--- config.mk ---
export PLATFORM = sky130hd
export DESIGN_NAME = c_drain_ctrl
export DESIGN_NICKNAME = d
export VERILOG_FILES = /design/src/rtl/c_drain_ctrl.sv
export SDC_FILE = /design/constraint.sdc
export NUM_CORES = 1
export LEC_CHECK = 0
export BUFFER_PORTS_ARGS = -buffer_cell sky130_fd_sc_hd__buf_2
export CAP_MARGIN = 20
export CORE_MARGIN = 3
export CORE_UTILIZATION = 30
export CTS_BUF_LIST = sky130_fd_sc_hd__clkbuf_4
export CTS_CLUSTER_DIAMETER = 80
export CTS_CLUSTER_SIZE = 28
export DETAILED_ROUTE_END_ITERATION = 10
export GPL_TIMING_DRIVEN = 0
export RECOVER_POWER = 100
export SKIP_CTS_REPAIR_TIMING = 1
export SYNTH_ARGS = -nofsm -noshare
export SYNTH_HDL_FRONTEND = slang
export SYNTH_SLANG_ARGS = --single-unit
--- constraint.sdc ---
create_clock -name clk -period 4 [get_ports clk]
set_input_delay 0.4 -clock clk [delete_from_list [all_inputs] [get_ports clk]]
set_output_delay 0.4 -clock clk [all_outputs]
set_load 0.05 [all_outputs]
--- src/rtl/c_drain_ctrl.sv ---
// Readback sequencer: walks C addresses (outer) and result banks (inner),
// reads each 32-bit word and streams it MSB-first to the UART as four bytes.
module c_drain_ctrl #(
   parameter int N       = 2,
   parameter int C_AW    = 8,
   parameter int RAM_LAT = 2
) (
   input  logic                clk,
   input  logic                rst,
   input  logic                start,
   input  logic                abort,
   input  logic [C_AW:0]       num_words,
   output logic [C_AW-1:0]     ram_c_addr,
   output logic [N*N-1:0]      ram_c_rden,
   input  logic [N*N*32-1:0]   ram_c_q,
   output logic [7:0]          tx_data,
   output logic                tx_send,
   input  logic                tx_done,
   output logic                busy,
   output logic                done
);
   localparam int NB = N * N;
   localparam int BW = (NB > 1) ? $clog2(NB) : 1;
   localparam int WW = (RAM_LAT > 2) ? $clog2(RAM_LAT - 1) : 1;
   localparam logic [WW-1:0]   WAIT_LAST = WW'((RAM_LAT > 1) ? RAM_LAT - 2 : 0);
   localparam logic [BW-1:0]   BANK_LAST = BW'(NB - 1);
   localparam logic [C_AW:0]   MAX_WORDS = {1'b1, {C_AW{1'b0}}};

   typedef enum logic [2:0] {
      S_IDLE, S_READ, S_WAIT, S_LOAD, S_SEND, S_WAIT_TX, S_NEXT
   } state_t;

   state_t            r_state, w_state_next;
   logic [C_AW:0]     r_addr_cnt, w_addr_next;
   logic [BW-1:0]     r_bank, w_bank_next;
   logic [1:0]        r_byte, w_byte_next;
   logic [WW-1:0]     r_wait, w_wait_next;
   logic [31:0]       r_shreg, w_shreg_next;
   logic [C_AW:0]     r_nwords, w_nwords_next;

   logic [C_AW-1:0]   r_ram_c_addr, w_addr_o_next;
   logic [NB-1:0]     r_ram_c_rden, w_rden_next;
   logic [7:0]        r_tx_data, w_txd_next;
   logic              r_tx_send, w_send_next;
   logic              r_busy, w_busy_next;
   logic              r_done, w_done_next;

   logic [31:0]       w_words [NB];
   logic [31:0]       w_bank_word;
   logic [C_AW:0]     w_addr_inc;
   logic [C_AW:0]     w_nwords_clamped;

   for (genvar gi = 0; gi < NB; gi++) begin : g_bank
      assign w_words[gi] = ram_c_q[32*gi +: 32];
   end

   assign w_bank_word      = w_words[r_bank];
   assign w_addr_inc       = r_addr_cnt + (C_AW+1)'(1);
   // Requests beyond the RAM depth drain the whole RAM exactly once.
   assign w_nwords_clamped = (num_words > MAX_WORDS) ? MAX_WORDS : num_words;

   always_comb begin
      w_state_next  = r_state;
      w_addr_next   = r_addr_cnt;
      w_bank_next   = r_bank;
      w_byte_next   = r_byte;
      w_wait_next   = r_wait;
      w_shreg_next  = r_shreg;
      w_nwords_next = r_nwords;
      w_addr_o_next = r_ram_c_addr;
      w_rden_next   = '0;
      w_txd_next    = r_tx_data;
      w_send_next   = 1'b0;
      w_done_next   = 1'b0;
      w_busy_next   = 1'b0;

      case (r_state)
         S_IDLE: begin
            if (start) begin
               if (num_words == '0) begin
                  w_done_next = 1'b1;
               end else begin
                  w_nwords_next = w_nwords_clamped;
                  w_addr_next   = '0;
                  w_bank_next   = '0;
                  w_state_next  = S_READ;
               end
            end
         end
         S_READ: begin
            w_wait_next  = '0;
            w_state_next = (RAM_LAT > 1) ? S_WAIT : S_LOAD;
         end
         S_WAIT: begin
            if (r_wait == WAIT_LAST) w_state_next = S_LOAD;
            else                     w_wait_next  = r_wait + WW'(1);
         end
         S_LOAD: begin
            w_shreg_next = w_bank_word;
            w_byte_next  = '0;
            w_state_next = S_SEND;
         end
         S_SEND: begin
            w_state_next = S_WAIT_TX;
         end
         S_WAIT_TX: begin
            if (tx_done) begin
               if (r_byte == 2'd3) begin
                  w_state_next = S_NEXT;
               end else begin
                  w_byte_next  = r_byte + 2'd1;
                  w_shreg_next = {r_shreg[23:0], 8'h00};
                  w_state_next = S_SEND;
               end
            end
         end
         S_NEXT: begin
            if (r_bank == BANK_LAST) begin
               w_bank_next = '0;
               if (w_addr_inc < r_nwords) begin
                  w_addr_next  = w_addr_inc;
                  w_state_next = S_READ;
               end else begin
                  w_addr_next  = '0;
                  w_done_next  = 1'b1;
                  w_state_next = S_IDLE;
               end
            end else begin
               w_bank_next  = r_bank + BW'(1);
               w_state_next = S_READ;
            end
         end
         default: w_state_next = S_IDLE;
      endcase

      // Outputs are registered, so they are derived from the state being entered.
      if (w_state_next == S_READ) begin
         w_addr_o_next = w_addr_next[C_AW-1:0];
         w_rden_next   = NB'(1) << w_bank_next;
      end
      if (w_state_next == S_SEND) begin
         w_send_next = 1'b1;
         w_txd_next  = w_shreg_next[31:24];
      end
      w_busy_next = (w_state_next != S_IDLE);

      if (abort) begin
         w_state_next  = S_IDLE;
         w_addr_next   = '0;
         w_bank_next   = '0;
         w_byte_next   = '0;
         w_wait_next   = '0;
         w_shreg_next  = '0;
         w_nwords_next = '0;
         w_addr_o_next = '0;
         w_rden_next   = '0;
         w_txd_next    = '0;
         w_send_next   = 1'b0;
         w_done_next   = 1'b0;
         w_busy_next   = 1'b0;
      end
   end

   always_ff @(posedge clk) begin
      if (rst) begin
         r_state      <= S_IDLE;
         r_addr_cnt   <= '0;
         r_bank       <= '0;
         r_byte       <= '0;
         r_wait       <= '0;
         r_shreg      <= '0;
         r_nwords     <= '0;
         r_ram_c_addr <= '0;
         r_ram_c_rden <= '0;
         r_tx_data    <= '0;
         r_tx_send    <= 1'b0;
         r_busy       <= 1'b0;
         r_done       <= 1'b0;
      end else begin
         r_state      <= w_state_next;
         r_addr_cnt   <= w_addr_next;
         r_bank       <= w_bank_next;
         r_byte       <= w_byte_next;
         r_wait       <= w_wait_next;
         r_shreg      <= w_shreg_next;
         r_nwords     <= w_nwords_next;
         r_ram_c_addr <= w_addr_o_next;
         r_ram_c_rden <= w_rden_next;
         r_tx_data    <= w_txd_next;
         r_tx_send    <= w_send_next;
         r_busy       <= w_busy_next;
         r_done       <= w_done_next;
      end
   end

   assign ram_c_addr = r_ram_c_addr;
   assign ram_c_rden = r_ram_c_rden;
   assign tx_data    = r_tx_data;
   assign tx_send    = r_tx_send;
   assign busy       = r_busy;
   assign done       = r_done;

endmodule

After elaboration in Yosys (flattened, before gate mapping)
Cells that the tools add are included.
W data, S select, Z words.
{"block": "totals", "regBits": 81, "input_bits": 142, "wordCells": 87}
{"block": "classes", "n_addsub": 4, "n_lt_le_gt_ge": 3, "n_eq_ne": 15, "n_shift": 1, "mux": 35, "bitwise_logic": 3, "reduce_logical": 11}
{"operator": "$mux W32", "n": 4}
{"operator": "$bmux W32 S2", "n": 1}
{"operator": "$pmux W32 S2", "n": 1}
{"operator": "$mux W9", "n": 5}
{"operator": "$pmux W3 S7", "n": 1}
{"operator": "$pmux W9 S2", "n": 1}
{"operator": "$mux W3", "n": 5}
{"operator": "$eq A3 B3 Y1 const B", "n": 4}
{"operator": "$mux W2", "n": 6}
{"operator": "$ne A2 B2 Y1 const B", "n": 5}
{"operator": "$add A9 B1 Y9 const B", "n": 1}
{"operator": "$gt A9 B9 Y1 const B", "n": 1}
{"operator": "$logic_not A9 Y1", "n": 1}
{"operator": "$lt A9 B9 Y1", "n": 1}
{"operator": "$pmux W2 S2", "n": 2}
{"operator": "$mux W1", "n": 7}
{"operator": "$eq A3 B1 Y1 const B", "n": 2}
{"operator": "$eq A3 B2 Y1 const B", "n": 2}
{"operator": "$reduce_and A3 Y1", "n": 2}
{"operator": "$reduce_bool A2 Y1", "n": 3}
{"operator": "$add A2 B1 Y2 const B", "n": 2}
{"operator": "$eq A2 B2 Y1 const B", "n": 2}
{"operator": "$pmux W1 S2", "n": 2}
{"operator": "$reduce_and A4 Y1", "n": 1}
{"operator": "9 further kinds", "n": 10}

Longest topological paths before layout
{"block": "depth", "word_depth": 8, "ltp_mapped": 13, "ltp_nobuf": 12}

Worst setup path after synthesis
OpenSTA, ideal clock, no wires.
{"block": "synth_timing", "path_kind": "flip-flop to flip-flop", "startpoint": "register r_addr_cnt[0]", "endpoint": "register r_ram_c_addr[5], in the netlist ram_c_addr[5]", "t_arrival_ns": 2.812, "t_required_ns": 3.883, "slack_ns": 1.071, "path_stages_with_launch": 14, "period_less_slack_ns": 2.929, "cell_sequence": "dfxtp_1 > ha_1 > nand3_1 > or2_2 > nor2_1 > xor2_1 > ha_1 > nand2_1 > a211o_1 > o21ai_0 > clkbuf_1 > nor2_1 > a22o_1 > a32o_1"}
{"block": "synth_via", "elab_chain_cells": 6, "elab_cells_between_ends": 9, "cone_classes": "add/sub (1); order compare (1); eq/ne (1); mux (6)"}
{"element": "start, declared", "line": "34", "source": "logic [C_AW:0] r_addr_cnt, w_addr_next;"}
{"element": "start signal, assigned", "line": "181", "source": "r_addr_cnt <= w_addr_next;"}
{"element": "$add A9 B1 Y9 (*)", "line": "58", "source": "assign w_addr_inc = r_addr_cnt + (C_AW+1)'(1);"}
{"element": "$lt A9 B9 Y1", "line": "120", "source": "if (w_addr_inc < r_nwords) begin"}
{"element": "$mux W1", "line": "120"}
{"element": "$mux W3", "line": "118", "source": "if (r_bank == BANK_LAST) begin"}
{"element": "$pmux W3 S7", "line": "77", "source": "case (r_state)"}
{"element": "$eq A3 B1 Y1", "line": "137", "source": "if (w_state_next == S_READ) begin"}
{"element": "end signal, assigned", "line": "187", "source": "r_ram_c_addr <= w_addr_o_next;"}
{"element": "end, declared", "line": "41", "source": "logic [C_AW-1:0] r_ram_c_addr, w_addr_o_next;"}
Every way passes the cells marked *; elsewhere a longest branch is shown, timed or not. The select of a mux whose other input is x is not followed.
A chain may end at the register's enable or synchronous reset.

Worst setup path in the final report
{"block": "layout_timing", "startpoint": "register r_state[1]", "endpoint": "register r_shreg[20]"}
{"block": "layout_via", "elab_chain_cells": 3, "elab_cells_between_ends": 7, "cone_classes": "eq/ne (4); mux (1); reduce/logical (2)"}
{"element": "start, declared", "line": "33", "source": "state_t r_state, w_state_next;"}
{"element": "start signal, assigned", "line": "180", "source": "r_state <= w_state_next;"}
{"element": "$eq A3 B3 Y1 or $eq A3 B2 Y1 (tied branches)", "line": "77"}
{"element": "$ne A2 B2 Y1 (no line) or $reduce_bool A2 Y1 (tied branches)"}
{"element": "$reduce_and A3 Y1 (no line)"}
{"element": "end signal, assigned", "line": "185", "source": "r_shreg <= w_shreg_next;"}
{"element": "end, declared", "line": "38", "source": "logic [31:0] r_shreg, w_shreg_next;"}
Several ways; a longest one is shown, not always the timed one.

==> impl_metrics.py <==
metrics = {
    "clock_tree": {
        "cts_root_buf": "clkbuf_4",
        "clock_latency_ns": 0.43,
        "cts.clk_slew.worst_paths_ns": 0.13,
        "cts.sinks": 72,
        "cts_tree": "built",
        "htree_levels": 3,
        "cts_buffer_depth": 2,
        "cts_buffers": 9,
    },
    "run_status": {
        "status": "finished with violations",
        "violations": "capacitance limit, slew limit",
    },
    "yosys": {
        "yosysMostFrequentCell": "dfxtp_1",
        "synthArstFlopShare_pct": 0,
        "synthMuxAreaShare_pct": 18.4,
        "synthCells": 411,
        "synth_cell_types": 43,
        "yosysSeqAreaShare_pct": 35.9,
        "synth_fa_ha_area_share_pct": 3.43,
        "syn_avg_cell_area_um2": 9.78,
        "yosys.area.top_type": "dfxtp_1",
        "synth-seq-cells": 72,
        "syn_nets": 564,
        "synth_compound_area_share_pct": 18.8,
        "synth-xor-area-share_pct": 1.74,
        "syn_area_mm2": 0.00402,
        "ys.flop_type": "dfxtp_1",
        "yosys-top-cells-count": "dfxtp_1 (72), nor2_1 (52), nand2_1 (36)",
        "synth_edf_count": 0,
        "synth_top_family_by_area": "compound AO/OA/AOI/OAI gates",
        "netlist.area_leader.share_pct": 35.9,
        "ys_warn_count": 0,
        "ys_top_cells_by_area": "dfxtp_1 (36%), mux4_2 (18%), nor2_1 (4.9%)",
        "synth-simple-area-share_pct": 16.5,
    },
    "sta": {
        "hold_viol_final": 0,
        "fin_skew_ns": 0.0208,
        "rsz0062_at_grt": "false",
        "tightest_slew_ns": 1.66,
        "timing.fmax_mhz": 281,
        "fin_crit_ns": 3.56,
        "setup_viol": 0,
        "slew_headroom_pct": -12.0,
        "drv_slew": 12,
        "fin_crit_sh_pct": 89.0,
        "tns_ns": 0,
    },
    "drt": {
        "wirelength_mm": 12.2,
        "wire_per_inst_um": 16.0,
        "drc": 0,
        "vias_per_cell": 5.16,
        "drtAntennaViolNets": 0,
        "first_pass_iters": 6,
        "vias": 3950,
        "drt_iter0_markers": 260,
    },
    "place": {
        "io_buffers": 164,
        "post_dp_cell_area_mm2": 0.00505,
        "dp.final_hpwl_mm": 10.0,
        "gp_congestion": 0.865,
    },
    "worst_hold_path": {
        "hold_path_class": "primary input to flip-flop",
    },
    "global_routing": {
        "antenna_found_initial": 2,
        "overflow": 0,
        "grt_max_degree": 15,
        "grt_pass1_wl_mm": 18.5,
        "grt_usage_pct": 15.8,
        "grt_pass1_vias": 3763,
    },
    "critical_path": {
        "startpoint": "r_state[1]",
        "r2r_cells": 10,
        "cp_data_required_time_ns": 4.37,
        "crit_end": "r_shreg[20]",
        "crit_top_cell": "clkbuf_1",
        "crit_path_max_incr_delay_ns": 1.27,
        "worst_setup_path_end_kind": "flip-flop",
        "crit_path_max_fanout": 10,
        "r2r_slack_ns": 0.44,
        "timing.rr.start": "r_state[1]",
        "path_delay_family": "simple AND/OR/NAND/NOR gates",
        "worstPathArrival_ns": 3.93,
        "crit_cells": 10,
        "cp_num_buf_inv": 4,
        "path_cells": "clkbuf_1 > nor4b_1 > o41a_1 > clkbuf_1 > a21oi_1 > nand2b_2 > clkbuf_1 > buf_6 > a222oi_1 > nor2_1",
        "crit_slowest_cell": "nor4b_1",
        "criticalPathCategory": "flip-flop to flip-flop",
        "startpoint_type": "flip-flop",
        "r2r-end": "r_shreg[20]",
    },
    "layout": {
        "multi_input_area_mm2": 0.00234,
        "regArea_mm2": 0.00144,
        "final_cell_area_mm2": 0.00513,
        "fillCellCount": 1326,
        "final_util_pct": 39.8,
        "area_growth_pct": 27.6,
        "fin_nets": 739,
        "drive_gt1_share_pct": 33.7,
    },
    "pwr": {
        "ir_worst_vdd_mv": 0.144,
        "swShare_pct": 27.0,
        "cellPowerDensity_mw_per_mm2": 269,
        "pwr-share-clk_pct": 35.0,
        "p_comb_share_pct": 12.4,
        "intPower_mw": 1.01,
        "power.leakage_nw": 2.06,
        "pwr-share-seq_pct": 52.6,
        "power.switching_mw": 0.371,
    },
    "floorplanning": {
        "initial_core_util_pct": 31.2,
        "die_h_um": 122,
        "dieArea_mm2": 0.0148,
        "rows": 41,
        "ios": 165,
        "die_x_um": 122,
        "coreArea_mm2": 0.0129,
    },
    "run": {
        "cap_violations": 2,
    },
}
==> tightest hold or removal path: stages <==
cell	delay [ns]
buf_2	0.10
nand3b_1	0.08
a21oi_1	0.06
==> registers in the layout, indices dropped and copies added, names as in the netlist, 3 cells and up <==
register	count
r_shreg	24
r_addr_cnt	9
r_nwords	9
ram_c_addr	8
tx_data	8
ram_c_rden	4
r_state	3
==> per-layer routing <==
metal  track usage, %  vias up  part of all wire (%)
met4             5.53        0                   2.3
li1                 -     1905                     -
met3             2.83       17                   6.7
met2             24.8      150                    48
met1             21.9     1878                    43
met5                0        -                     0
==> cells by family after synthesis <==
group / Yosys count
AOI/OAI and AO/OA: 101
adders and majority gates: 11
buffers and inverters: 47
DFF: 72
muxes: 34
and+or+nand+nor: 138
xor gates and xnor gates: 8
==> stage by stage <==
| step | total power [mW] | std cells | worst slack [ns] | hold WS [ns] |
|---|---|---|---|---|
| final | 1.38 | 765 | 0.441 | 0.262 |
| after global routing | 1.43 | 765 | 0.167 | 0.248 |
| after CTS | 1.39 | 763 | 0.601 | 0.239 |
| after detailed placement | 0.918 | 747 | 0.642 | 0.435 |
| after global placement | 0.914 | 747 | 0.659 | 0.433 |
| after floorplan | 0.823 | 411 | 1.07 | 0.427 |
==> cell usage in the layout, fill, tap and decap left out, types with 2 or more instances in the layout <==
cell,instances
clkbuf_4,9
a22o_1,2
nand2_1,36
a32o_1,10
or2_2,4
mux2i_1,2
diode_2,2
ha_1,11
mux4_2,32
a22oi_1,11
a21oi_1,32
buf_2,143
o21ai_0,11
xor2_1,4
a222oi_1,16
a32oi_1,2
clkinv_4,2
nor2b_1,6
xnor2_1,4
and3_1,3
nand3_1,4
and2_1,3
nand3b_1,10
inv_6,2
clkbuf_1,56
nor2_1,52
nor3_1,7
a21o_1,9
dfxtp_1,72
o211a_1,2
inv_1,11
or3_1,6
==> power groups by stage <==
stage                     logic, mW  clock network (mW)  registers [mW]
after global routing          0.187               0.521           0.725
final                         0.171               0.481           0.725
after floorplan              0.0755                   0           0.748
after CTS                     0.177               0.489           0.725
after detailed placement      0.177                   0           0.741
after global placement        0.173                   0           0.740
==> worst min-delay path by stage <==
| stage | from | end | slack (ns) | cells after the start |
|---|---|---|---|---|
| floorplan | r_nwords[0] | r_nwords[0] | 0.43 | 2 |
| global placement | tx_data[6] | tx_data[6] | 0.43 | 1 |
| detailed placement | tx_data[5] | tx_data[5] | 0.44 | 1 |
| CTS | num_words[7] | r_nwords[7] | 0.24 | 3 |
| global route | num_words[7] | r_nwords[7] | 0.25 | 3 |
| finish | num_words[3] | r_nwords[3] | 0.26 | 3 |
==> layout make-up <==
| type | count | area share [%] |
|---|---|---|
| tap | 172 | 4.20 |
| clock buffer | 9 | 1.32 |
| antenna | 2 | 0.0976 |
| multi-input combinational | 292 | 45.7 |
| buffer | 36 | 2.83 |
| clock inverter | 7 | 1.51 |
| inverter | 11 | 0.805 |
| timing repair buffer | 164 | 15.5 |
| sequential | 72 | 28.1 |
Power figures use the tool's default switching activity.
